File: src/rtl/vm_pkg.sv
// Shared types, default timing constants and leader search for the voting machine.
package vm_pkg;

   typedef enum logic [1:0] {IDLE, ARMED, ACK, RESULT} state_t;

   localparam int DEF_DEBOUNCE_CYC = 100000000;
   localparam int DEF_ACK_CYC      = 100000000;

   // Upper bounds of the candidate count and tally width that find_leader accepts
   localparam int MAX_CAND  = 16;
   localparam int MAX_CNT_W = 32;

   typedef struct packed {
      logic [3:0] idx;
      logic       tie;
   } lead_t;

   // Index of the largest tally (lowest index on equal max) and a tie flag for a non-zero shared max
   function automatic lead_t find_leader(input logic [MAX_CAND-1:0][MAX_CNT_W-1:0] t, input int n);
      lead_t                r;
      logic [MAX_CNT_W-1:0] mx;
      int                   hits;
      r    = '0;
      mx   = '0;
      hits = 0;
      for (int i = 0; i < MAX_CAND; i++) begin
         if (i < n && t[i] > mx) begin
            mx    = t[i];
            r.idx = 4'(i);
         end
      end
      for (int i = 0; i < MAX_CAND; i++) begin
         if (i < n && t[i] == mx) hits++;
      end
      r.tie = (mx != '0) && (hits >= 2);
      return r;
   endfunction

endpackage

File: src/rtl/vm_debounce.sv
// Per-button debouncer: one press pulse after DEBOUNCE_CYC consecutive high samples.
module vm_debounce #(
   parameter int DEBOUNCE_CYC = 100000000
) (
   input  logic clk,
   input  logic rst,
   input  logic btn,
   output logic press
);

   localparam int             CW  = $clog2(DEBOUNCE_CYC + 1);
   localparam logic [CW-1:0]  LIM = CW'(DEBOUNCE_CYC);
   localparam logic [CW-1:0]  PRE = CW'(DEBOUNCE_CYC - 1);

   logic [CW-1:0] cnt;

   // The pulse is registered on the same edge that moves the counter onto LIM
   always_ff @(posedge clk or posedge rst) begin
      if (rst) begin
         cnt   <= '0;
         press <= 1'b0;
      end else begin
         press <= btn && (cnt == PRE);
         if (!btn)
            cnt <= '0;
         else if (cnt != LIM)
            cnt <= cnt + 1'b1;
      end
   end

endmodule

File: src/rtl/param_voting_machine.sv
// One-vote-per-arm voting machine with saturating tallies, timed acknowledge and result display.
module param_voting_machine
   import vm_pkg::*;
#(
   parameter  int NUM_CAND     = 4,
   parameter  int CNT_W        = 10,
   parameter  int DEBOUNCE_CYC = DEF_DEBOUNCE_CYC,
   parameter  int ACK_CYC      = DEF_ACK_CYC,
   localparam int IDX_W        = $clog2(NUM_CAND)
) (
   input  logic                clk,
   input  logic                rst,
   input  logic                mode,
   input  logic                arm,
   input  logic [NUM_CAND-1:0] btn,
   output logic [CNT_W-1:0]    result,
   output logic                vote_ack,
   output logic                armed,
   output logic [IDX_W-1:0]    winner,
   output logic                tie,
   output logic                sat
);

   localparam int            AW       = $clog2(ACK_CYC + 1);
   localparam logic [AW-1:0] ACK_LOAD = AW'(ACK_CYC - 1);

   state_t                               state;
   logic [NUM_CAND-1:0]                  press;
   logic [CNT_W-1:0]                     tally [NUM_CAND];
   logic [AW-1:0]                        ack_timer;
   logic [IDX_W-1:0]                     pick;
   logic                                 any_press;
   logic [MAX_CAND-1:0][MAX_CNT_W-1:0]   tally_ext;
   lead_t                                lead;

   for (genvar gi = 0; gi < NUM_CAND; gi++) begin : g_deb
      vm_debounce #(.DEBOUNCE_CYC(DEBOUNCE_CYC)) u_deb (
         .clk   (clk),
         .rst   (rst),
         .btn   (btn[gi]),
         .press (press[gi])
      );
   end

   // Lowest-index pulse wins when several arrive together
   always_comb begin
      pick      = '0;
      any_press = 1'b0;
      for (int i = NUM_CAND - 1; i >= 0; i--) begin
         if (press[i]) begin
            pick      = IDX_W'(i);
            any_press = 1'b1;
         end
      end
   end

   always_comb begin
      tally_ext = '0;
      for (int i = 0; i < NUM_CAND; i++) tally_ext[i] = MAX_CNT_W'(tally[i]);
      lead = find_leader(tally_ext, NUM_CAND);
   end

   always_ff @(posedge clk or posedge rst) begin
      if (rst) begin
         state     <= IDLE;
         ack_timer <= '0;
         result    <= '0;
         vote_ack  <= 1'b0;
         armed     <= 1'b0;
         winner    <= '0;
         tie       <= 1'b0;
         sat       <= 1'b0;
         for (int i = 0; i < NUM_CAND; i++) tally[i] <= '0;
      end else begin
         winner <= '0;
         tie    <= 1'b0;
         // Result mode overrides everything; an aborted ACK keeps its vote
         if (mode && state != RESULT) begin
            state    <= RESULT;
            result   <= '0;
            vote_ack <= 1'b0;
            armed    <= 1'b0;
            winner   <= IDX_W'(lead.idx);
            tie      <= lead.tie;
         end else begin
            case (state)
               IDLE: begin
                  result <= '0;
                  if (arm) begin
                     state <= ARMED;
                     armed <= 1'b1;
                  end
               end
               ARMED: begin
                  if (any_press) begin
                     if (tally[pick] == '1)
                        sat <= 1'b1;
                     else
                        tally[pick] <= tally[pick] + 1'b1;
                     ack_timer <= ACK_LOAD;
                     state     <= ACK;
                     armed     <= 1'b0;
                     vote_ack  <= 1'b1;
                     result    <= '1;
                  end
               end
               ACK: begin
                  if (ack_timer == '0) begin
                     state    <= IDLE;
                     vote_ack <= 1'b0;
                     result   <= '0;
                  end else begin
                     ack_timer <= ack_timer - 1'b1;
                  end
               end
               RESULT: begin
                  if (!mode) begin
                     state  <= IDLE;
                     result <= '0;
                  end else begin
                     winner <= IDX_W'(lead.idx);
                     tie    <= lead.tie;
                     if (any_press) result <= tally[pick];
                  end
               end
               default: state <= IDLE;
            endcase
         end
      end
   end

endmodule

File: config.mk
export PLATFORM = sky130hd
export DESIGN_NAME = param_voting_machine
export DESIGN_NICKNAME = d
export VERILOG_FILES = /design/src/rtl/vm_pkg.sv /design/src/rtl/vm_debounce.sv /design/src/rtl/param_voting_machine.sv
export SDC_FILE = /design/constraint.sdc
export NUM_CORES = 1
export LEC_CHECK = 0
export CORE_MARGIN = 3
export CORE_UTILIZATION = 35
export DETAILED_ROUTE_END_ITERATION = 8
export SLEW_MARGIN = 40
export SYNTH_ARGS = -nofsm -noshare
export SYNTH_HDL_FRONTEND = slang
export SYNTH_SLANG_ARGS = --single-unit
File: constraint.sdc
create_clock -name clk -period 7.4 [get_ports clk]
set_input_delay 1.11 -clock clk [delete_from_list [all_inputs] [get_ports clk]]
set_output_delay 1.11 -clock clk [all_outputs]
set_load 0.05 [all_outputs]
==> results.json, run 1 <==
{
  "status": "completed",
  "synth-warning-count": 0,
  "use_met3": 0.0237,
  "finalHoldViolations": 0,
  "max_cap_violations": 0,
  "worst_pin_slew_ps": 727,
  "cp_max_fo": 14,
  "cp-end-kind": "flop",
  "start_util": 0.355,
  "synth_nets": 1267,
  "clockBufferDepth": 2,
  "setup_viol": 0,
  "avgSynthCellArea_um2": 9.53,
  "leakagePower_nw": 5.90,
  "place_congestion": 0.908,
  "die_height_um": 188,
  "synth_edf_count": 0,
  "drive_above_1_share": 0.0751,
  "synth_top_cell_area_share": 0.425,
  "place_hpwl_mm": 18.6,
  "numCtsBuffers": 17,
  "grt_first_pass_wirelength_mm": 43.9,
  "grt.busiest_layer": "met2",
  "holdWs_ps": 492,
  "dr.pass1.iters": 5,
  "synth_cells": 1216,
  "fmax_ghz": 0.144,
  "clk_latency_ps": 440,
  "antenna_found_initial": 0,
  "cpMostUsedCell": "ha_1",
  "power.density_mw_per_mm2": 180,
  "core-area_mm2": 0.0326,
  "die_w_um": 188,
  "met1_usage": 0.218,
  "required_ps": 7760,
  "wirelength_mm": 26.0,
  "nNetsFinal": 1289,
  "syn_area_mm2": 0.0116,
  "synth_cell_types": 69,
  "yosysSeqAreaShare": 0.425,
  "htree_levels": 4,
  "slew_headroom": 0.512,
  "synthArstFlopShare": 1.00,
  "grt_overflow": 0,
  "clk_pin_slew_worst_paths_ps": 80,
  "cts_tree": "yes",
  "cts_root_buf": "clkbuf_16",
  "die_area_mm2": 0.0353,
  "ant_nets": 0,
  "num_rows": 66,
  "num_vias": 8732,
  "ys_seq_elements": 197,
  "irDropWorstVdd_v": 0.000115,
  "slowest_delay_ps": 440,
  "ys.flop_type": "dfrtp_1",
  "grt_pass1_vias": 8406,
  "io_buffers": 23,
  "synth_top_cell_by_area": "dfrtp_1",
  "pin_count": 24,
  "viasPerCell": 5.16,
  "finalSetupTns_ps": 0,
  "fin_worst_skew_ps": 12.9,
  "cts_sinks": 197,
  "grt_max_degree": 134,
  "grt_setup_unrepaired": "no",
  "worstHoldPathType": "reg2reg",
  "drv_slew": 0,
  "route.detailed.drc": 0,
  "post-route-period-util": 0.939,
  "wl_per_cell_um": 15.3,
  "globalRouteMet2Util": 0.233,
  "drt_iter0_markers": 658,
  "areaGrowthSynthToFinish_pct": 11.6,
  "crit_arrival_ps": 7310,
  "post-place-cells": 1661,
  "crit_slowest_cell": "or3_4",
  "crit_path_start_kind": "flop",
  "antennaDiodeCount": 0,
  "power_mw": 2.33,
  "grt_util_all_layers": 0.150,
  "cts.hold.buffers_added": 0,
  "period_needed_ps": 6950,
  "ys_top_cells_by_area": "dfrtp_1 (43%), xnor2_1 (7.6%), ha_1 (4.6%), xor2_1 (4.1%), and2_1 (4.0%)",
  "worstSetupPathType": "reg2reg",
  "stdcell_count": 1693
}
## layout make-up
| cell class | instances | area, µm² |
|---|---|---|
| tap | 442 | 553 |
| fill | 3265 | 19700 |
| timing repair buffer | 32 | 287 |
| clock buffer | 20 | 447 |
| multi-input combinational | 948 | 6420 |
| inverter | 42 | 170 |
| clock inverter | 12 | 128 |
| sequential | 197 | 4930 |
## power breakdown
group | total [mW] | leakage (nW) | switching (mW) | internal [mW]
clock | 0.917 | 0.285 | 0.409 | 0.508
sequential | 1.19 | 2.69 | 0.0583 | 1.13
combinational | 0.222 | 2.92 | 0.139 | 0.0832
## Yosys cell counts (4+ instances only)
cell type and number:
a21boi_0 6, nand4_1 28, o211ai_1 4, o21ai_1 14, dfrtp_1 197, o21ai_0 45, a21o_1 9, o22ai_1 6
and4b_1 5, a211oi_1 4, o2bb2ai_1 5, mux2i_1 19, nor4_1 16, mux2_1 12, and4_1 5, and2_1 75
nand2b_1 8, o221ai_1 6, inv_1 39, nand3_1 61, clkbuf_1 23, nor2_1 89, nand3_2 4, or3_1 18
xnor2_1 101, o21a_1 9, nor4b_1 4, a31oi_1 7, nor3_1 30, and3_1 29, nor3b_1 5, or4_1 5
a21oi_1 31, ha_1 43, mux2_2 26, nor2b_1 19, xor2_1 54, nand2_1 109
## kinds of logic (layout without fill, tap and decap cells)
kind of cell,count (synthesis),after routing,synth area share
and+or+nand+nor,522,522,0.238
DFF,197,197,0.425
AOI/OAI and AO/OA,171,171,0.0969
xor gates and xnor gates,155,155,0.117
buffers and inverters,71,106,0.0233
muxes,57,57,0.0533
adders and majority gates,43,43,0.0464
## per-stage QoR
| stage | worst slack, ps | cell area [µm²] | utilization |
|---|---|---|---|
| after CTS | 401 | 12900 | 0.396 |
| after floorplan | 921 | 11600 | - |
| final | 450 | 12900 | 0.396 |
| after global routing | 34.6 | 12900 | 0.396 |
| after detailed placement | 446 | 12300 | 0.378 |
| after global placement | 536 | 12300 | 0.378 |
## layout by cell type, fill, tap and decap left out, drive strengths merged, types with 43 or more instances in the layout
master	n
xnor2	101
dfrtp	197
o21ai	59
ha	43
nand3	65
nand2	110
inv	45
and2	75
nor2	89
xor2	54
## final timing paths
path,start,endpoint,slack (ps),cells past startpoint
min in group asynchronous,rst,ack_timer[6]$_DFFE_PP0P_,1230,2
worst min register to register,result[1]$_DFFE_PP0P_,result[1]$_DFFE_PP0P_,490,2
worst max-delay path,tally[35]$_DFFE_PP0P_,tie$_DFF_PP0_,450,31
worst min-delay path,result[1]$_DFFE_PP0P_,result[1]$_DFFE_PP0P_,490,2
worst max register to register,tally[35]$_DFFE_PP0P_,tie$_DFF_PP0_,450,31
max in group asynchronous,rst,g_deb[0].u_deb.cnt[16]$_DFFE_PP0P_,5050,3
## flip-flops by register name (all words and copies together), names as in the netlist
signal,count
armed,1
g_deb.u_deb.cnt,108
winner,2
state,2
vote_ack,1
tally,40
sat,1
tie,1
result,10
g_deb.u_deb.press,4
ack_timer,27
## critical path, delay by kind of cell (launching register included)
family	cells	cell delay (ps)
compound gates	8	1850
flops	1	420
simple gates	10	1630
fa+ha+maj	5	1420
mux	1	410
buf+inv	4	620
xor+xnor	3	520
## layer usage
layer,part of all wire,vias to the layer above
met5,0,-
met4,0.017,0
met3,0.035,23
met2,0.45,136
met1,0.50,4268
li1,-,4305
## repair_timing
item,4_1_cts,5_1_grt
endpoints found under the hold margin,0,0
setup endpoints to repair,0,1
gates resized for setup,0,7
buffers inserted,0,0
(Power assumes the default switching activity.)
==> run 2: changes to the inputs <==
--- a/config.mk
+++ b/config.mk
@@ -8,7 +8,7 @@
 export CORE_MARGIN = 3
 export CORE_UTILIZATION = 35
 export DETAILED_ROUTE_END_ITERATION = 8
-export SLEW_MARGIN = 40
+export SLEW_MARGIN = 10
 export SYNTH_ARGS = -nofsm -noshare
 export SYNTH_HDL_FRONTEND = slang
 export SYNTH_SLANG_ARGS = --single-unit
==> run 2 against run 1 <==
  * Final area is essentially flat
  * Routed wire length up 0.74%
  * Clock power grew 0.4%
  * Hold slack improved by 3.5 ps
  * Sequential share of layout area about the same
  * Global-route usage rose by 0.089 points
  * Register-to-register slack about the same
  * Combinational power barely moved
  * First-iteration DRC count is 13% lower
  * Sequential cell count unchanged
  * Maximum frequency increased by 0.20%
==> results.json, run 2 (synthesis results as in run 1) <==
{
  "leakagePower_nw": 5.88,
  "grt_pass1_vias": 8538,
  "place_congestion": 0.908,
  "clk_latency_ps": 440,
  "max_cap_violations": 0,
  "clockBufferDepth": 2,
  "rr_endpoint": "tie$_DFF_PP0_",
  "fmax_ghz": 0.144,
  "worstHoldPathType": "reg2reg",
  "power.density_mw_per_mm2": 181,
  "post-place-cells": 1661,
  "drt_iter0_markers": 575,
  "finalHoldViolations": 0,
  "slew_headroom": 0.243,
  "cp_max_fo": 14,
  "num_rows": 66,
  "cts_tree": "yes",
  "fin_worst_skew_ps": 14.6,
  "postCtsSetupRepairBufs": 0,
  "start_util": 0.355,
  "route.detailed.drc": 0,
  "final_common_cell": "dfrtp_1",
  "largestRegisters": "g_deb.u_deb.cnt (108), tally (40), ack_timer (27)",
  "finalSetupTns_ps": 0,
  "worst_pin_slew_ps": 1130,
  "die_area_mm2": 0.0353,
  "grt_setup_unrepaired": "no",
  "cpMostUsedCell": "ha_1",
  "stdcell_count": 1691,
  "core-area_mm2": 0.0326,
  "areaGrowthSynthToFinish_pct": 11.5,
  "r2r_cells": 31,
  "antennaDiodeCount": 0,
  "crit_path_start_kind": "flop",
  "post-route-period-util": 0.937,
  "drive_above_1_share": 0.0713,
  "grt_first_pass_wirelength_mm": 44.2,
  "ant_nets": 0,
  "slowest_delay_ps": 440,
  "largest_register_ffs": 108,
  "num_vias": 8690,
  "setup_viol": 0,
  "cts_root_buf": "clkbuf_16",
  "period_needed_ps": 6940,
  "grt_util_all_layers": 0.151,
  "status": "completed",
  "drv_slew": 0,
  "crit_arrival_ps": 7300,
  "required_ps": 7760,
  "grt_max_degree": 134,
  "wl_per_cell_um": 15.5,
  "die_w_um": 188,
  "irDropWorstVdd_v": 0.000167,
  "cts.hold.buffers_added": 0,
  "reg2reg_slack_ps": 460,
  "cp-end-kind": "flop",
  "htree_levels": 4,
  "wirelength_mm": 26.2,
  "io_buffers": 23,
  "die_height_um": 188,
  "grt_overflow": 0,
  "numCtsBuffers": 17,
  "dr.pass1.iters": 5,
  "viasPerCell": 5.14,
  "r2r-start": "tally[35]$_DFFE_PP0P_",
  "largest_register": "g_deb.u_deb.cnt",
  "hp-start": "result[1]$_DFFE_PP0P_",
  "place_hpwl_mm": 18.6,
  "cts_resized": 0,
  "holdWs_ps": 496,
  "min_to": "result[1]$_DFFE_PP0P_",
  "antenna_found_initial": 0,
  "clk_pin_slew_worst_paths_ps": 80,
  "holdPathStages": 2,
  "worstSetupPathType": "reg2reg",
  "cts_sinks": 197,
  "crit_slowest_cell": "or3_4",
  "nNetsFinal": 1289,
  "layout_common_cells": "dfrtp_1 (197), nand2_1 (109), xnor2_1 (101)",
  "pin_count": 24
}
[run 2: cell types whose count changed in the layout (fill, tap and decap cells not counted), moves of 2 or more]
cell             before  now
clkinv_4              1    3
clkinv_2              5    2
clkdlybuf4s50_1      20   23
buf_2                 2    0
[run 2: worst max path at each step]
stage / from / to / slack (ps) / depth (start not counted)
after global placement: tally[33]$_DFFE_PP0P_ / tie$_DFF_PP0_ / 540 / 30
after floorplan: rst / ack_timer[0]$_DFFE_PP0P_ / 920 / 1
after global routing: tally[35]$_DFFE_PP0P_ / tie$_DFF_PP0_ / 20 / 31
after CTS: tally[33]$_DFFE_PP0P_ / tie$_DFF_PP0_ / 390 / 30
final: tally[35]$_DFFE_PP0P_ / tie$_DFF_PP0_ / 460 / 31
after detailed placement: tally[33]$_DFFE_PP0P_ / tie$_DFF_PP0_ / 430 / 30
[run 2: where the power goes]
part | internal [mW] | total (mW) | switching, mW
Combinational | 0.0839 | 0.223 | 0.139
Sequential | 1.13 | 1.19 | 0.0575
Clock | 0.506 | 0.921 | 0.415
[run 2: worst max-delay path, delay by kind of cell, from the launching register on]
family	cells	cell delay, ps
AO/OA/AOI/OAI	8	1860
AND/OR/NAND/NOR	10	1610
adder cells (fa/ha/maj)	5	1410
buffers and inverters	4	610
XOR/XNOR	3	520
multiplexers	1	420
flip-flops	1	410
[run 2: through the flow]
stage               total power [mW]  area, µm²  utilization  setup slack [ps]
global placement                1.43      12300        0.378               536
CTS                             2.37      12900        0.396               387
finish                          2.33      12900        0.396               464
floorplan                       1.37      11600            -               921
detailed placement              1.43      12300        0.378               426
global route                    2.45      12900        0.396              17.4
[run 2: area by class of cell]
type,instances,area [µm²]
fillers,3254,19700
multi-input cells,948,6400
flip-flops and latches,197,4930
well taps,442,553
clock buffers,19,443
repair buffers,32,298
inverters,42,165
clock inverters,11,129
[run 2: per-layer routing]
| layer | track usage | vias to the layer above | wire length, µm | share of wire |
|---|---|---|---|---|
| met2 | 0.231 | 158 | 11600 | 0.44 |
| met1 | 0.216 | 4186 | 13000 | 0.50 |
| met5 | 0 | - | 0 | 0 |
| li1 | - | 4303 | - | - |
| met3 | 0.0331 | 43 | 1020 | 0.039 |
| met4 | 0.0418 | 0 | 510 | 0.019 |
==> run 3: changes to the inputs <==
--- a/config.mk
+++ b/config.mk
@@ -5,10 +5,11 @@
 export SDC_FILE = /design/constraint.sdc
 export NUM_CORES = 1
 export LEC_CHECK = 0
+export ABC_CLOCK_PERIOD_IN_PS = 7400
 export CORE_MARGIN = 3
 export CORE_UTILIZATION = 35
 export DETAILED_ROUTE_END_ITERATION = 8
-export SLEW_MARGIN = 10
+export GPL_TIMING_DRIVEN = 0
 export SYNTH_ARGS = -nofsm -noshare
 export SYNTH_HDL_FRONTEND = slang
 export SYNTH_SLANG_ARGS = --single-unit
==> run 3 against run 2 <==
  * Count of clock-buffer cells in the layout down 1
  * Critical path depth rose by 2
  * Utilization up 0.82 points
  * Non-clock buffer count increased by 20
  * Register-to-register slack got worse by 120 ps
  * Final cell count up 1.3%
  * Worst setup slack got worse by 120 ps
  * Critical endpoint unchanged
  * Largest cell class unchanged
  * Largest power group unchanged
==> results.json, run 3 (synthesis results as in run 1) <==
{
  "cts_tree": "yes",
  "layout_common_cells": "dfrtp_1 (196), nand2_1 (109), xnor2_1 (101)",
  "rr_endpoint": "tie$_DFF_PP0_",
  "post-route-period-util": 0.953,
  "start_util": 0.355,
  "postCtsSetupRepairBufs": 0,
  "drt_iter0_markers": 584,
  "holdPathStages": 2,
  "cp-end-kind": "flop",
  "r2r_cells": 33,
  "fillers": 3209,
  "utilization": 0.404,
  "slew_headroom": 0.227,
  "die_area_mm2": 0.0353,
  "setup_viol": 0,
  "power.density_mw_per_mm2": 182,
  "grt_pass1_vias": 8564,
  "reg2reg_slack_ps": 350,
  "drive_above_1_share": 0.0850,
  "final_common_cell": "dfrtp_1",
  "hp-start": "result[2]$_DFFE_PP0P_",
  "worst_pin_slew_ps": 1150,
  "required_ps": 7730,
  "largestRegisters": "g_deb.u_deb.cnt (108), tally (40), ack_timer (27)",
  "crit_path_start_kind": "flop",
  "worstSetupPathType": "reg2reg",
  "num_rows": 66,
  "clk_pin_slew_worst_paths_ps": 70,
  "htree_levels": 4,
  "status": "completed",
  "min_to": "result[2]$_DFFE_PP0P_",
  "period_needed_ps": 7050,
  "wirelength_mm": 26.3,
  "cp_max_fo": 10,
  "irDropWorstVdd_v": 0.000123,
  "cts.hold.buffers_added": 0,
  "largest_register_ffs": 108,
  "grt_first_pass_wirelength_mm": 44.4,
  "ant_nets": 0,
  "largest_register": "g_deb.u_deb.cnt",
  "cts_root_buf": "clkbuf_16",
  "nNetsFinal": 1309,
  "finalHoldViolations": 0,
  "antenna_found_initial": 0,
  "wl_per_cell_um": 15.4,
  "slowest_delay_ps": 450,
  "route.detailed.drc": 0,
  "crit_arrival_ps": 7380,
  "num_vias": 8741,
  "max_cap_violations": 0,
  "worstHoldPathType": "reg2reg",
  "finalSetupTns_ps": 0,
  "numCtsBuffers": 17,
  "core-area_mm2": 0.0326,
  "cts_sinks": 197,
  "die_height_um": 188,
  "clockBufferDepth": 2,
  "die_w_um": 188,
  "holdWs_ps": 486,
  "place_hpwl_mm": 19.2,
  "dr.pass1.iters": 6,
  "grt_max_degree": 121,
  "power_mw": 2.40,
  "fin_worst_skew_ps": 16.1,
  "grt_util_all_layers": 0.151,
  "grt_overflow": 0,
  "areaGrowthSynthToFinish_pct": 13.8,
  "fmax_ghz": 0.142,
  "leakagePower_nw": 5.94,
  "pin_count": 24,
  "drv_slew": 0,
  "cpMostUsedCell": "ha_1",
  "viasPerCell": 5.10,
  "r2r-start": "tally[35]$_DFFE_PP0P_",
  "place_congestion": 0.893,
  "crit_slowest_cell": "dfrtp_1",
  "io_buffers": 22,
  "antennaDiodeCount": 0,
  "clk_latency_ps": 430
}
[run 3: changes by cell type in the layout (fill, tap and decap cells not counted), sizes merged]
cell / previous run / this run
clkbuf: 19 / 41
inv: 44 / 47
buf: 9 / 7
bufinv: 2 / 3
clkdlybuf4s50: 23 / 22
clkinvlp: 2 / 1
[run 3: where the power goes]
part	total [mW]	switching, mW	internal, mW
Clock	0.986	0.434	0.552
Combinational	0.231	0.144	0.0867
Sequential	1.19	0.0547	1.13
[run 3: area by class of cell]
type / instances / area [µm²] / area share
clock buffer: 18 / 439 / 0.0333
multi-input combinational: 948 / 6540 / 0.496
sequential: 197 / 4930 / 0.374
timing repair buffer: 23 / 248 / 0.0188
inverter: 42 / 165 / 0.0125
buffer: 29 / 128 / 0.00967
clock inverter: 14 / 188 / 0.0142
tap: 442 / 553 / 0.0419
[run 3: worst max path at each step]
stage	startpoint	end
floorplan	rst	ack_timer[0]$_DFFE_PP0P_
finish	tally[35]$_DFFE_PP0P_	tie$_DFF_PP0_
detailed placement	tally[35]$_DFFE_PP0P_	tie$_DFF_PP0_
global route	tally[39]$_DFFE_PP0P_	tie$_DFF_PP0_
CTS	tally[35]$_DFFE_PP0P_	tie$_DFF_PP0_
global placement	rst	g_deb[3].u_deb.cnt[2]$_DFFE_PP0P_
[run 3: timing repair]
item | in CTS | in global routing
cloned | 0 | 0
setup endpoints to repair | 1 | 1
pin swaps | 0 | 1
gates resized for setup | 8 | 37
[run 3: layer usage]
layer  global-route usage  up-vias  wire length, µm
met3               0.0307       22             1110
met4               0.0280        0              252
li1                     -     4338                -
met2                0.248      130            12200
met1                0.210     4251            12800
met5                    0        -                0
[run 3: per-stage QoR]
stage                     std cells  instance area (µm²)  worst slack (ps)
after floorplan                1216                11600               921
after global placement         1680                12400             -1880
after global routing           1713                13200             -14.3
after CTS                      1713                13000              4.95
after detailed placement       1681                12400              -350
final                          1713                13200               348
[run 3: critical path, delay by kind of cell, from the launching register on]
family | cells | cell delay [ps]
compound gates | 10 | 1840
xor+xnor | 3 | 490
fa+ha+maj | 5 | 1230
flops | 1 | 450
simple gates | 9 | 1700
buf+inv | 5 | 870
mux | 1 | 340
